$ cat src/rtl/fib_pkg.sv
// Shared Fibonacci definitions used by the index classifier and the sequence generator.
//
// Contents:
//   FIB_VALUE_W  - default width of a value under test
//   FIB_IDX_W    - default width of a reported sequence index
//   FIB_MAX_IDX  - largest index representable for FIB_VALUE_W-bit values (F(30) = 832040)
//   fib_state_e  - FSM state encoding shared by the Fibonacci blocks
package fib_pkg;

    localparam int unsigned FIB_VALUE_W = 20;
    localparam int unsigned FIB_IDX_W   = 8;
    localparam int unsigned FIB_MAX_IDX = 30;

    typedef enum logic [1:0] {
        StIdle   = 2'd0,
        StSearch = 2'd1,
        StDone   = 2'd2
    } fib_state_e;

endpackage

$ cat src/rtl/fib_step.sv
// Fibonacci term pair: holds consecutive terms a = F(i), b = F(i+1) and steps them forward.
//
// Ports:
//   clk        - clock, rising edge
//   rst        - synchronous active-high reset; returns the pair to (0, 1)
//   load_i     - reload the pair with (F(0), F(1)) = (0, 1)
//   advance_i  - step the pair: a <= b, b <= a + b
//   a_o        - current term F(i)
//   b_o        - next term F(i+1)
module fib_step #(
    parameter int unsigned W = 22
) (
    input  logic         clk,
    input  logic         rst,
    input  logic         load_i,
    input  logic         advance_i,
    output logic [W-1:0] a_o,
    output logic [W-1:0] b_o
);

    logic [W-1:0] a_q, a_d;
    logic [W-1:0] b_q, b_d;

    always_comb begin
        a_d = a_q;
        b_d = b_q;
        if (load_i) begin
            a_d = '0;
            b_d = W'(1);
        end else if (advance_i) begin
            a_d = b_q;
            b_d = a_q + b_q;
        end
    end

    always_ff @(posedge clk) begin
        if (rst) begin
            a_q <= '0;
            b_q <= W'(1);
        end else begin
            a_q <= a_d;
            b_q <= b_d;
        end
    end

    assign a_o = a_q;
    assign b_o = b_q;

endmodule

$ cat src/rtl/fibonacci_index.sv
// Fibonacci index classifier: walks the sequence until it meets or passes a captured value and
// reports whether the value is a Fibonacci number plus its (floor) index.
//
// Ports:
//   clk         - clock, rising edge
//   rst         - synchronous active-high reset, priority over start
//   start       - request, accepted only in IDLE
//   value       - number to classify, captured on the accepting edge
//   busy        - high while searching
//   done        - one-cycle pulse, result valid in that cycle
//   is_fib      - 1 when the captured value equals some F(n); held until the next result
//   nth_number  - smallest n with F(n) == value, else k with F(k) < value < F(k+1); held
module fibonacci_index
    import fib_pkg::*;
#(
    parameter int unsigned VALUE_W = FIB_VALUE_W,
    parameter int unsigned IDX_W   = FIB_IDX_W
) (
    input  logic               clk,
    input  logic               rst,
    input  logic               start,
    input  logic [VALUE_W-1:0] value,
    output logic               busy,
    output logic               done,
    output logic               is_fib,
    output logic [IDX_W-1:0]   nth_number
);

    // Two spare bits so the first term above any VALUE_W value (and the b term beyond it)
    // cannot wrap.
    localparam int unsigned AccW = VALUE_W + 2;

    fib_state_e         state_q;
    logic [VALUE_W-1:0] target_q;
    logic [IDX_W-1:0]   idx_q;
    logic               busy_q;
    logic               done_q;
    logic               is_fib_q;
    logic [IDX_W-1:0]   nth_q;

    logic [AccW-1:0]    a_w;
    logic [AccW-1:0]    b_w;
    logic [AccW-1:0]    target_ext;
    logic               load;
    logic               advance;
    logic               hit;
    logic               over;

    assign target_ext = {2'b00, target_q};
    assign hit        = (a_w == target_ext);
    assign over       = (a_w > target_ext);
    assign load       = (state_q == StIdle) && start;
    assign advance    = (state_q == StSearch) && !hit && !over;

    fib_step #(
        .W (AccW)
    ) u_fib_step (
        .clk       (clk),
        .rst       (rst),
        .load_i    (load),
        .advance_i (advance),
        .a_o       (a_w),
        .b_o       (b_w)
    );

    // b is only consumed inside the step pair; keep it observable for lint.
    logic b_unused;
    assign b_unused = ^b_w;

    always_ff @(posedge clk) begin
        if (rst) begin
            state_q  <= StIdle;
            target_q <= '0;
            idx_q    <= '0;
            busy_q   <= 1'b0;
            done_q   <= 1'b0;
            is_fib_q <= 1'b0;
            nth_q    <= '0;
        end else begin
            case (state_q)
                StIdle: begin
                    done_q <= 1'b0;
                    if (start) begin
                        target_q <= value;
                        idx_q    <= '0;
                        busy_q   <= 1'b1;
                        state_q  <= StSearch;
                    end
                end
                StSearch: begin
                    if (hit) begin
                        is_fib_q <= 1'b1;
                        nth_q    <= idx_q;
                        busy_q   <= 1'b0;
                        done_q   <= 1'b1;
                        state_q  <= StDone;
                    end else if (over) begin
                        // a = F(idx) already exceeds the target, so the floor index is idx-1;
                        // idx >= 1 here because F(0) = 0 can never exceed the target.
                        is_fib_q <= 1'b0;
                        nth_q    <= idx_q - IDX_W'(1);
                        busy_q   <= 1'b0;
                        done_q   <= 1'b1;
                        state_q  <= StDone;
                    end else begin
                        idx_q <= idx_q + IDX_W'(1);
                    end
                end
                StDone: begin
                    done_q  <= 1'b0;
                    state_q <= StIdle;
                end
                default: begin
                    busy_q  <= 1'b0;
                    done_q  <= 1'b0;
                    state_q <= StIdle;
                end
            endcase
        end
    end

    assign busy       = busy_q;
    assign done       = done_q;
    assign is_fib     = is_fib_q;
    assign nth_number = nth_q;

endmodule

$ cat config.mk
export PLATFORM = sky130hd
export DESIGN_NAME = fibonacci_index
export DESIGN_NICKNAME = d
export VERILOG_FILES = /design/src/rtl/fib_pkg.sv /design/src/rtl/fib_step.sv /design/src/rtl/fibonacci_index.sv
export SDC_FILE = /design/constraint.sdc
export NUM_CORES = 1
export LEC_CHECK = 0
export BUFFER_PORTS_ARGS = -buffer_cell sky130_fd_sc_hd__buf_2
export CELL_PAD_IN_SITES_DETAIL_PLACEMENT = 2
export CELL_PAD_IN_SITES_GLOBAL_PLACEMENT = 2
export CORE_MARGIN = 5
export CORE_UTILIZATION = 33
export CTS_CLUSTER_DIAMETER = 50
export DETAILED_ROUTE_END_ITERATION = 12
export HOLD_SLACK_MARGIN = 0.12
export PLACE_DENSITY = 0.78
export SLEW_MARGIN = 20
export SYNTH_ARGS = -nofsm -noshare
export SYNTH_HDL_FRONTEND = slang
export SYNTH_SLANG_ARGS = --single-unit
$ cat constraint.sdc
create_clock -name clk -period 2.4 [get_ports clk]
set_input_delay 0.24 -clock clk [delete_from_list [all_inputs] [get_ports clk]]
set_output_delay 0.24 -clock clk [all_outputs]
set_load 0.005 [all_outputs]
Word level (Yosys, flattened, before mapping)
Index checks and enable logic that the tools add are counted.
- ROM bits: 0
- logic and storage cells: 54
- memories: 0
- latch bits: 0
- output and inout port bits: 11
- bits in writable memories: 0
- register bits after elaboration: 85
- bitwise logic cells: 2
- order comparisons: 1
- add/subtract/negate cells: 3
- equality and inequality tests: 7
- multiplexer cells: 17
- shift-type cells: 0
- divide/modulo/power cells: 0
- $mul: 0
- reductions and logical operators: 15
- operators by type and width (kind ; number):
    $mux 8 ; 5
    $add 22x22->22 ; 1
    $eq 22x20->1 ; 1
    $gt 22x20->1 ; 1
    $pmux 8 s2 ; 1
    $add 8x1->8 const B ; 1
    $sub 8x1->8 const B ; 1
    $mux 1 ; 6
    $mux 2 ; 3
    $ne 2x2->1 const B ; 3
    $reduce_and 2->1 ; 3
    $pmux 2 s2 ; 1
    $reduce_and 4->1 ; 1
    $reduce_bool 2->1 ; 2
    $reduce_or 2->1 ; 2
    $logic_and 1x1->1 ; 3
    $ne 3x3->1 const B ; 1
    $pmux 1 s3 ; 1
    $reduce_and 3->1 ; 1
    $eq 2x1->1 const B ; 1
    $eq 2x2->1 const B ; 1
    $logic_not 1->1 ; 2
    $logic_not 2->1 ; 1
    $not 1->1 ; 2

Logic depth before layout (Yosys ltp)
Gate-level depths: netlist (run 1).
- depth in word-level cells: 4
- mapped depth: 12
- gate-level depth less buffers: 9

Hierarchy
A second synthesis (run 1) with hierarchy kept.
- cell total of the unflattened synthesis: 595
- area total of the unflattened synthesis: 4974.8 µm²
- by module, submodules not included (module ; cells an instance ; times used ; area each (µm²) ; sequential area each (µm²)):
    fib_step ; 318 ; 1 ; 2735.1 ; 880.8
    fibonacci_index ; 277 ; 1 ; 2239.6 ; 820.8

Worst setup path after synthesis (run 1)
No wires, ideal clock.
- path kind: register -> register
- start: reg target_q[19]
- end: reg u_fib_step.b_q[16], in the netlist u_fib_step.b_o[16]
- stages on the path, launching flop included: 13
- path slack: -22 ps
- path buffers: 3
- setup time: 136 ps
- arrival time: 2286 ps
- period minus slack after synthesis: 2422 ps
- cells stage by stage: dfxtp_1 > inv_1 > ha_1 > nand4bb_4 > nor4_4 > nand4b_4 > and3_1 > buf_6 > and3_1 > buf_4 > buf_6 > o311ai_1 > o211ai_1
- word-level cells in the longest chain between the ends: 4
- elaborated cells between the ends (all ways): 6
- ends and longest elaborated chain (item ; RTL line ; RTL):
    start: declaration ; fibonacci_index.sv:34 ; logic [VALUE_W-1:0] target_q;
    start signal: assignment ; fibonacci_index.sv:84 ; target_q <= value;
    parallel branches: the longest is 3 deep, another holds $gt 22x20->1 ; -- ;
    $logic_and 1x1->1 * ; fibonacci_index.sv:53 ; assign advance = (state_q == StSearch) && !hit && !over;
    end signal: assignment ; fib_step.sv:39 ; b_q <= W'(1);
    end signal: assignment ; fib_step.sv:42 ; b_q <= b_d;
    end: declaration ; fib_step.sv:22 ; logic [W-1:0] b_q, b_d;
Every way passes the cells marked *.
A chain may end at the register's enable or synchronous reset.

Final worst setup path (run 1)
- start: reg u_fib_step.a_q[11], in the netlist u_fib_step.a_o[11]
- end: reg u_fib_step.b_q[19], in the netlist u_fib_step.b_o[19]
- word-level cells in the longest chain between the ends: 4
- elaborated cells between the ends (all ways): 7
- ends and longest elaborated chain (item ; RTL line ; RTL):
    start: declaration ; fib_step.sv:21 ; logic [W-1:0] a_q, a_d;
    start signal: assignment ; fib_step.sv:38 ; a_q <= '0;
    start signal: assignment ; fib_step.sv:41 ; a_q <= a_d;
    parallel branches: the longest is 4 deep, another holds $gt 22x20->1 ; -- ;
Parallel ways; which one is timed is not known.

==> results of run 1 <==
cells in the final DEF, fill, tap and decap left out, types with 21 or more instances in the layout:
| cell type | count |
|---|---|
| nand2_1 | 89 |
| buf_4 | 82 |
| dfxtp_1 | 61 |
| a21oi_2 | 47 |
| a21oi_1 | 38 |
| buf_2 | 33 |
| nor2_1 | 27 |
| dfxtp_2 | 22 |
| buf_6 | 21 |
cell type report:
cell class                      instances  share of cell area
Inverter                               28              0.0140
Multi-Input combinational cell        463               0.508
Clock inverter                          7              0.0104
Sequential cell                        85               0.226
Tap cell                              184              0.0300
Timing Repair Buffer                  155               0.182
Clock buffer                            9              0.0293
kinds of logic (layout without fill, tap and decap cells):
family / count (synthesis) / in the layout / synth area share
DFF: 85 / 85 / 0.349
and+or+nand+nor: 228 / 229 / 0.222
buffers and inverters: 60 / 199 / 0.0590
AOI/OAI and AO/OA: 169 / 169 / 0.217
adders and majority gates: 44 / 44 / 0.114
xor gates and xnor gates: 19 / 19 / 0.0341
muxes: 2 / 2 / 0.00410
path summary, 6_finish.rpt:
kind / slack, ps / endpoint
worst min-delay path: 110 / target_q[6]
worst max register to register: -430 / u_fib_step.b_o[19]
worst min register to register: 470 / target_q[6]
worst max-delay path: -430 / u_fib_step.b_o[19]
power by group:
part | internal, mW | switching [mW] | leakage, nW
combinational | 0.604 | 0.743 | 2.40
clock | 0.828 | 0.789 | 0.149
sequential | 1.47 | 0.0633 | 0.701
layer usage:
metal | vias up | wire (um) | GRT usage
li1 | 2424 | - | -
met1 | 2940 | 11500 | 0.286
met2 | 201 | 15300 | 0.464
met3 | 105 | 1310 | 0.0386
met4 | 0 | 1860 | 0.0943
met5 | - | 0 | 0
sequential cells by signal (all words and copies together) (netlist names):
name,flops
u_fib_step.a_o,22
u_fib_step.b_o,22
target_q,20
idx_q,8
nth_number,8
state_q,2
busy,1
done,1
is_fib,1
tightest hold or removal path, cell delays in order:
cell and delay (ps):
buf_2 100, nand2_1 50, a21oi_1 50
through the flow:
step / area (um2) / instances / worst slack [ps] / setup TNS [ps] / util
after detailed placement: 5730 / 872 / -408 / -13260 / 0.394
after floorplan: 4880 / 607 / 5.95 / 0 / -
after global placement: 5730 / 872 / -200 / -7110 / 0.394
after CTS: 6550 / 906 / -62.3 / -448 / 0.450
after global routing: 7680 / 931 / -445 / -18680 / 0.529
final: 7680 / 931 / -432 / -15530 / 0.529
what timing repair did:
action | 4_1_cts | 5_1_grt
endpoints found under the hold margin | 2 | 0
gates cloned | 2 | 7
pin swaps | 38 | 61
setup buffers | 17 | 19
gates resized for setup | 74 | 209
setup endpoints to repair | 63 | 63
hold buffers | 2 | 0
==> metrics, run 1 <==
status finished, violations left; failing checks negative setup slack; clk_lat worst skew 380 ps; Final #Nets 809; Final Cycle Share 1.18; r2r worst-path depth 9; ant diodes 0; critical path's largest stage delay 490 ps; worst path bufs/invs 1; area of the die 17300 um2; max_cap viols 0; Syn Nets 674; post-synth top area share 0.349; post-DR vias/cell 6.09; CP max stage cell dfxtp_1; gr usage total 0.250; routed vias 5670; sequential area share after synthesis 0.349; crit path from u_fib_step.a_o[11]; antenna viol nets, final 0; CTS tree yes; Layout Area Growth over Synthesis 57.5%; multi-input logic area 3910 um2; WL per Instance 32.2 um; RSZ-0062 raised after global routing yes; drt first pass iters 5; Starting Density 0.336; Fillers 1504; Req. time, crit path 2700 ps; Die H 132 um; post-synthesis register bit count 85; post-route clock skew 15.2 ps; CORE AREA 14500 um2; critical path capture point type flip-flop; CP startpoint kind flip-flop; Max FO, Critical Path 6; P per Cell Area 585 nW/um2; CTS Buffer Depth 2; final setup violation count 63; hold path cells 3; average size of a mapped cell 8.04 um2; Reg area 1740 um2; count of pins over their slew limit 0; synthesized area 4880 um2; Crit Reg-Reg Startpoint u_fib_step.a_o[11]; final setup margin -432 ps; Crit path max-delay family compound AO/OA/AOI/OAI gates; largest net degree at the start of global routing 34; first-pass GRT wire length 34500 um; VDD IR max 0.000372 V; Inserted Clock Buffers 9; top post-synthesis cells by area dfxtp_1, ha_1, nand2_1; headroom to the max-slew limit 0.527; Synth cell types 59; Detailed Route WL 30000 um; initial antenna violation count 0; critical path depth 9; total gr overflow 0; TritonCTS sink count 85; Post-synth top cells nand2_1, a21oi_1, dfxtp_1; count leader, synth nand2_1; vias in the first global route 5935; Hold Fails Final Rpt 0; crit path time final 2830 ps; Leakage 3.25 nW; register clock-pin slew on the reported worst setup and hold paths 80 ps; H-tree Lvls 3; number of DRC markers in iteration 0 349; routability cong. 0.849; FP Rows 44; fraction of registers with async set/reset 0; Hold Startpoint value[6]; Ys Warns 0; detailed-route DRC error count 0; Top FF cell, synth dfxtp_1; Root Buffer clkbuf_16; WP data arrival 3130 ps; Die Span X 132 um; number of flops mapped to enable cells by yosys 0; leading area contributor after synthesis dfxtp_1; Power Total 4.49 mW; crit path cell chain buf_4 -> ha_1 -> and3_2 -> and2_1 -> a32oi_1 -> a31oi_1 -> o21ai_0 -> nand3_1 -> a21oi_2; Fmax 353 MHz; layout cell share with drive strength beyond 1 0.506; Hold Path Class primary input to flip-flop; DP Wirelength 12900 um; WS Path Type flip-flop to flip-flop; worst hold margin 105 ps; measured slew at the worst slew-check pin 706 ps; # port buffers 33; Gate Count Post-Synth 607; top-level port count 34
(Power assumes the default switching activity.)
==> run 2, diff against run 1 <==
Settings changed: CORE_UTILIZATION 33 to 34, PLACE_DENSITY 0.78 to 0.79, SKIP_LAST_GASP set to 1, SYNTH_HIERARCHICAL set to 1.
==> run 2 against run 1 <==
Net effect: fmax increased by 6.6%; the run still ends with negative setup slack left; non-clock buffer count down 57; clock skew fell by 0.60 ps; sequential power is essentially flat; hold slack better by 33 ps; global-route usage shrank 3.0 points; worst setup slack gained 180 ps; first-iteration DRC count decreased by 35%; critical path type unchanged; power fell by 10%.
==> metrics, run 2 <==
CTS Buffer Depth 2 (unchanged); commonest non-fill, non-tap cell in the layout nand2_1 (unchanged); max_cap viols 0 (unchanged); WL per Instance 26.1 um (was 32.2 um); Hold Fails Final Rpt 0 (unchanged); TritonCTS sink count 85 (unchanged); Fmax 377 MHz (was 353 MHz); initial antenna violation count 0 (unchanged); first-pass GRT wire length 29000 um (was 34500 um); leading area contributor after synthesis dfxtp_1 (unchanged); Hold Path Class primary input to flip-flop (unchanged); number of DRC markers in iteration 0 226 (was 349); layout cell share with drive strength beyond 1 0.294 (was 0.506); Ys Warns 6 (was 0); WP data arrival 2960 ps (was 3130 ps); routability cong. 0.916 (was 0.849); failing checks negative setup slack (unchanged); DP Wirelength 12400 um (was 12900 um); post-DR vias/cell 5.78 (was 6.09); most frequent cells in the layout nand2_1, dfxtp_1, nor2_1, a21oi_1, buf_4 (was nand2_1, buf_4, dfxtp_1, a21oi_2, a21oi_1); post-synth top area share 0.342 (was 0.349); P per Cell Area 606 nW/um2 (was 585 nW/um2); detailed-route DRC error count 0 (unchanged); post-synthesis register bit count 85 (unchanged); Inserted Clock Buffers 9 (unchanged); Leakage 2.63 nW (was 3.25 nW); headroom to the max-slew limit 0.541 (was 0.527); crit path from u_fib_step/a_o[19] (was u_fib_step.a_o[11]); Post-synth top cells dfxtp_1, nand2_1, nor2_1 (was nand2_1, a21oi_1, dfxtp_1); Detailed Route WL 22700 um (was 30000 um); top-level port count 34 (unchanged); fraction of registers with async set/reset 0 (unchanged); Req. time, crit path 2700 ps (about the same); sequential area share after synthesis 0.342 (was 0.349); largest net degree at the start of global routing 39 (was 34); Root Buffer clkbuf_16 (unchanged); drt first pass iters 5 (unchanged); FP Rows 44 (unchanged); clk_lat worst skew 360 ps (was 380 ps); Die Span X 131 um (was 132 um); CTS tree yes (unchanged); Layout Area Growth over Synthesis 33.9% (was 57.5%); vias in the first global route 5278 (was 5935); Syn Nets 662 (was 674); WS Path Type flip-flop to flip-flop (unchanged); crit path time final 2660 ps (was 2830 ps); ant diodes 0 (unchanged); measured slew at the worst slew-check pin 686 ps (was 706 ps); total gr overflow 0 (unchanged); count of pins over their slew limit 0 (unchanged); Top FF cell, synth dfxtp_1 (unchanged); critical path capture point type flip-flop (unchanged); Final Cycle Share 1.11 (was 1.18); average size of a mapped cell 8.36 um2 (was 8.04 um2); final setup margin -255 ps (was -432 ps); Gate Count Post-Synth 595 (was 607); post-route clock skew 14.6 ps (was 15.2 ps); Power Total 4.03 mW (was 4.49 mW); CORE AREA 14400 um2 (was 14500 um2); Die H 131 um (was 132 um); Crit Reg-Reg Startpoint u_fib_step/a_o[19] (was u_fib_step.a_o[11]); VDD IR max 0.000417 V (was 0.000372 V); count leader, synth dfxtp_1 (was nand2_1); H-tree Lvls 3 (unchanged); CP startpoint kind flip-flop (unchanged); final setup violation count 47 (was 63); Final #Nets 746 (was 809); synthesized area 4970 um2 (was 4880 um2); placed cells 821 (was 872); top post-synthesis cells by area dfxtp_1, ha_1, mux2i_1 (was dfxtp_1, ha_1, nand2_1); post-route insts no fill 868 (was 931); Max FO, Critical Path 10 (was 6); routed vias 5013 (was 5670); # port buffers 33 (unchanged); number of flops mapped to enable cells by yosys 0 (unchanged); status finished, violations left (unchanged); area of the die 17200 um2 (was 17300 um2); Hold Startpoint value[6] (unchanged); Starting Density 0.345 (was 0.336); Synth cell types 68 (was 59); antenna viol nets, final 0 (unchanged); gr usage total 0.220 (was 0.250); RSZ-0062 raised after global routing yes (unchanged); register clock-pin slew on the reported worst setup and hold paths 70 ps (was 80 ps)
[run 2: changes by cell type after synthesis, sizes merged, moves of 7 or more]
cell,before,now
inv,28,35
o21ai,20,27
nor2,33,63
a21oi,88,51
nand2,128,75
mux2i,2,34
[run 2: worst paths after layout]
path	cells after the start	to	slack, ps
worst max-delay path	12	u_fib_step/b_o[9]	-260
worst min-delay path	3	target_q[6]	140
worst max register to register	12	u_fib_step/b_o[9]	-260
worst min register to register	2	target_q[7]	460
[run 2: cells by family after synthesis]
kind of cell | after synthesis | synth area share
AOI/OAI and AO/OA | 135 | 0.186
xor gates and xnor gates | 19 | 0.0335
adders and majority gates | 44 | 0.112
buffers and inverters | 61 | 0.0490
DFF | 85 | 0.342
muxes | 36 | 0.0729
and+or+nand+nor | 215 | 0.204
[run 2: worst max-delay path: stages (launching register included)]
cell and delay (ps):
dfxtp_1 480, ha_4 280, nand4bb_4 130, nor4_4 60, buf_4 160, a221oi_4 290
nand4_1 240, inv_4 190, buf_8 190, nand2_1 110, nor3_1 230, a31oi_1 120
nand3_2 110
[run 2: cell type report]
cell class,instances,area [um2]
fillers,1521,7760
clock buffers,11,253
multi-input cells,449,3440
inverters,36,140
clock inverters,5,58.8
repair buffers,98,802
flip-flops and latches,85,1730
well taps,184,230
[run 2: through the flow]
stage                      util  TNS [ps]  instance area, um2  hold slack, ps  setup slack [ps]
final                     0.462     -5910                6660             138              -255
after global routing      0.462    -10710                6660             138              -330
after CTS                 0.430      -342                6200             122             -63.6
after detailed placement  0.389      -903                5610             449             -91.5
after global placement    0.389      -102                5610             444             -54.0
after floorplan               -      -253                5080             368             -61.9
[run 2: layer usage]
layer	vias to the layer above	track usage	routed length (um)
li1	2257	-	-
met5	-	0	0
met4	0	0.0920	1140
met3	89	0.0358	785
met1	2490	0.255	8740
met2	177	0.400	12000
[run 2: repair_timing]
action	4_1_cts	5_1_grt
endpoints found under the hold margin	13	0
pin swaps	9	21
endpoints found under the setup margin	38	59
hold buffers	13	0
cloned	0	3
buffers inserted	4	12
resized for setup	23	67
[run 2: where the power goes]
| part | internal [mW] | leakage [nW] | total (mW) | switching (mW) |
|---|---|---|---|---|
| logic | 0.437 | 1.79 | 0.994 | 0.556 |
| clock network | 0.865 | 0.148 | 1.52 | 0.651 |
| registers | 1.47 | 0.699 | 1.52 | 0.0544 |
==> run 3, diff against run 2 <==
Clock period 2.4 ns to 2.3 ns, I/O delays scaled along.
==> run 3 against run 2 <==
Net effect: the run still ends with negative setup slack left; power increased by 6.8%; die area unchanged; largest cell class unchanged; worst setup slack got worse by 190 ps; sequential power increased by 5%; clock skew decreased by 9.5 ps; final cell count increased by 3.8%; routed wire length increased by 16%; first-iteration DRC count increased by 15%.
==> metrics, run 3 (synthesized netlist as in run 2, its figures left out) <==
status finished, violations left (unchanged); failing checks negative setup slack (unchanged); post-route clock skew 5.08 ps (was 14.6 ps); crit path time final 2740 ps (was 2660 ps); Die Span X 131 um (unchanged); count of pins over their slew limit 0 (unchanged); CTS Buffer Depth 2 (unchanged); critical path capture point type flip-flop (unchanged); Setup TNS -15290 ps (was -5910 ps); Crit path max-delay family buffers and inverters (was simple AND/OR/NAND/NOR gates); final setup margin -442 ps (was -255 ps); Setup WS pre-CTS -331 ps (was -91.5 ps); headroom to the max-slew limit 0.602 (was 0.541); Final Cycle Share 1.19 (was 1.11); post-DR vias/cell 5.86 (was 5.78); Fillers 1500 (was 1521); CP startpoint kind flip-flop (unchanged); routability cong. 0.819 (was 0.916); r2r worst-path depth 14 (was 12); # port buffers 33 (unchanged); WL per Instance 29.1 um (was 26.1 um); Inserted Clock Buffers 9 (unchanged); Hold Fails Final Rpt 0 (unchanged); antenna viol nets, final 0 (unchanged); RSZ-0062 raised after global routing yes (unchanged); Die H 131 um (unchanged); layout cell share with drive strength beyond 1 0.382 (was 0.294); first-pass GRT wire length 35600 um (was 29000 um); critical path depth 14 (was 12); VDD IR max 0.000560 V (was 0.000417 V); hold path cells 3 (unchanged); Power Total 4.31 mW (was 4.03 mW); largest net degree at the start of global routing 34 (was 39); Final #Nets 780 (was 746); met1 Use GR 0.277 (was 0.255); final setup violation count 61 (was 47); placed cells 848 (was 821); TritonCTS sink count 85 (unchanged); total gr overflow 0 (unchanged); Layout Area Growth over Synthesis 43.5% (was 33.9%); max_cap viols 0 (unchanged); WP data arrival 2960 ps (about the same); critical path's largest stage delay 340 ps (was 480 ps); Starting Density 0.345 (unchanged); H-tree Lvls 3 (unchanged); detailed-route DRC error count 0 (unchanged); clk_lat worst skew 360 ps (about the same); Final Util 0.495 (was 0.462); ant diodes 0 (unchanged); initial antenna violation count 0 (unchanged); Post-Place Cell Area 5830 um2 (was 5610 um2); met2 Track Usage GR 0.523 (was 0.400); DP Wirelength 13000 um (was 12400 um); post-route insts no fill 901 (was 868); Leakage 2.86 nW (was 2.63 nW); commonest non-fill, non-tap cell in the layout nand2_1 (unchanged); drt first pass iters 4 (was 5); CORE AREA 14400 um2 (unchanged); WS Path Type flip-flop to flip-flop (unchanged); area of the die 17200 um2 (unchanged); number of DRC markers in iteration 0 260 (was 226); Req. time, crit path 2520 ps (was 2700 ps); Detailed Route WL 26200 um (was 22700 um); register clock-pin slew on the reported worst setup and hold paths 70 ps (about the same); Hold Path Class primary input to flip-flop (unchanged); busiest grt layer met2 (unchanged); Fmax 365 MHz (was 377 MHz); Design Area, Final 7140 um2 (was 6660 um2); FP Rows 44 (unchanged); routed vias 5279 (was 5013); vias in the first global route 6025 (was 5278); met3 Use GR 0.0610 (was 0.0358); CP max stage cell dfxtp_2 (was dfxtp_1); P per Cell Area 603 nW/um2 (was 606 nW/um2); worst path bufs/invs 7 (was 3); gr usage total 0.279 (was 0.220); Max FO, Critical Path 5 (was 10); CTS tree yes (unchanged); measured slew at the worst slew-check pin 595 ps (was 686 ps); top-level port count 34 (unchanged); Root Buffer clkbuf_16 (unchanged); crit path cell chain inv_2 -> ha_4 -> nand4_1 -> buf_6 -> nor4_4 -> buf_4 -> o31ai_2 -> nand4_1 -> inv_2 -> buf_6 -> buf_8 -> clkbuf_16 -> mux2i_1 -> nor2_1 (was ha_4 -> nand4bb_4 -> nor4_4 -> buf_4 -> a221oi_4 -> nand4_1 -> inv_4 -> buf_8 -> nand2_1 -> nor3_1 -> a31oi_1 -> nand3_2); most frequent cells in the layout nand2_1, buf_4, dfxtp_1, nor2_1, a21oi_1 (was nand2_1, dfxtp_1, nor2_1, a21oi_1, buf_4); worst hold margin 130 ps (was 138 ps)
[run 3: cell count changes in the layout (fill, tap and decap cells not counted), moves of 4 or more]
| cell | change |
|---|---|
| a21oi_2 | +5 |
| o21ai_2 | +5 |
| a21oi_1 | -6 |
| ha_4 | +5 |
| mux2i_1 | -6 |
| buf_4 | +27 |
| nand2_2 | +5 |
| buf_6 | +7 |
| inv_2 | +4 |
| o21ai_0 | -5 |
| nand2_1 | -5 |
| mux2i_2 | +5 |
[run 3: worst min-delay path, cell delays in order]
cell and delay (ps):
buf_2 100, nand2_1 60, a21oi_1 60
[run 3: metal layers]
metal,wire length (um),vias up
met5,0,-
met4,1820,0
met3,924,97
met2,13900,172
met1,9540,2682
li1,-,2328
[run 3: final cells by class]
type                       count  area [um2]  share of cell area
clock buffer                  11         243              0.0340
clock inverter                 4        48.8             0.00683
inverter                      36         138              0.0193
multi-input combinational    449        3640               0.510
sequential                    85        1730               0.243
tap                          184         230              0.0322
timing repair buffer         132        1110               0.155
[run 3: report_power, final]
| group | leakage [nW] | switching [mW] | internal, mW | total, mW |
|---|---|---|---|---|
| combinational | 2.01 | 0.639 | 0.528 | 1.17 |
| clock | 0.145 | 0.682 | 0.866 | 1.55 |
| sequential | 0.699 | 0.0592 | 1.53 | 1.59 |
| total | 2.86 | 1.38 | 2.93 | 4.31 |
[run 3: path summary, 6_finish.rpt]
path                            slack [ps]                  to    startpoint
worst max register to register        -440  u_fib_step/b_o[17]  target_q[13]
worst max-delay path                  -440  u_fib_step/b_o[17]  target_q[13]
worst min-delay path                   130        target_q[16]     value[16]
worst min register to register         470        target_q[17]  target_q[17]
[run 3: what timing repair did]
action / 4_1_cts / 5_1_grt
gates cloned: 1 / 2
hold endpoints to repair: 10 / 1
resized for setup: 85 / 61
setup endpoints to repair: 61 / 63
pin swaps: 33 / 16
buffers inserted: 16 / 10
hold buffers: 10 / 1
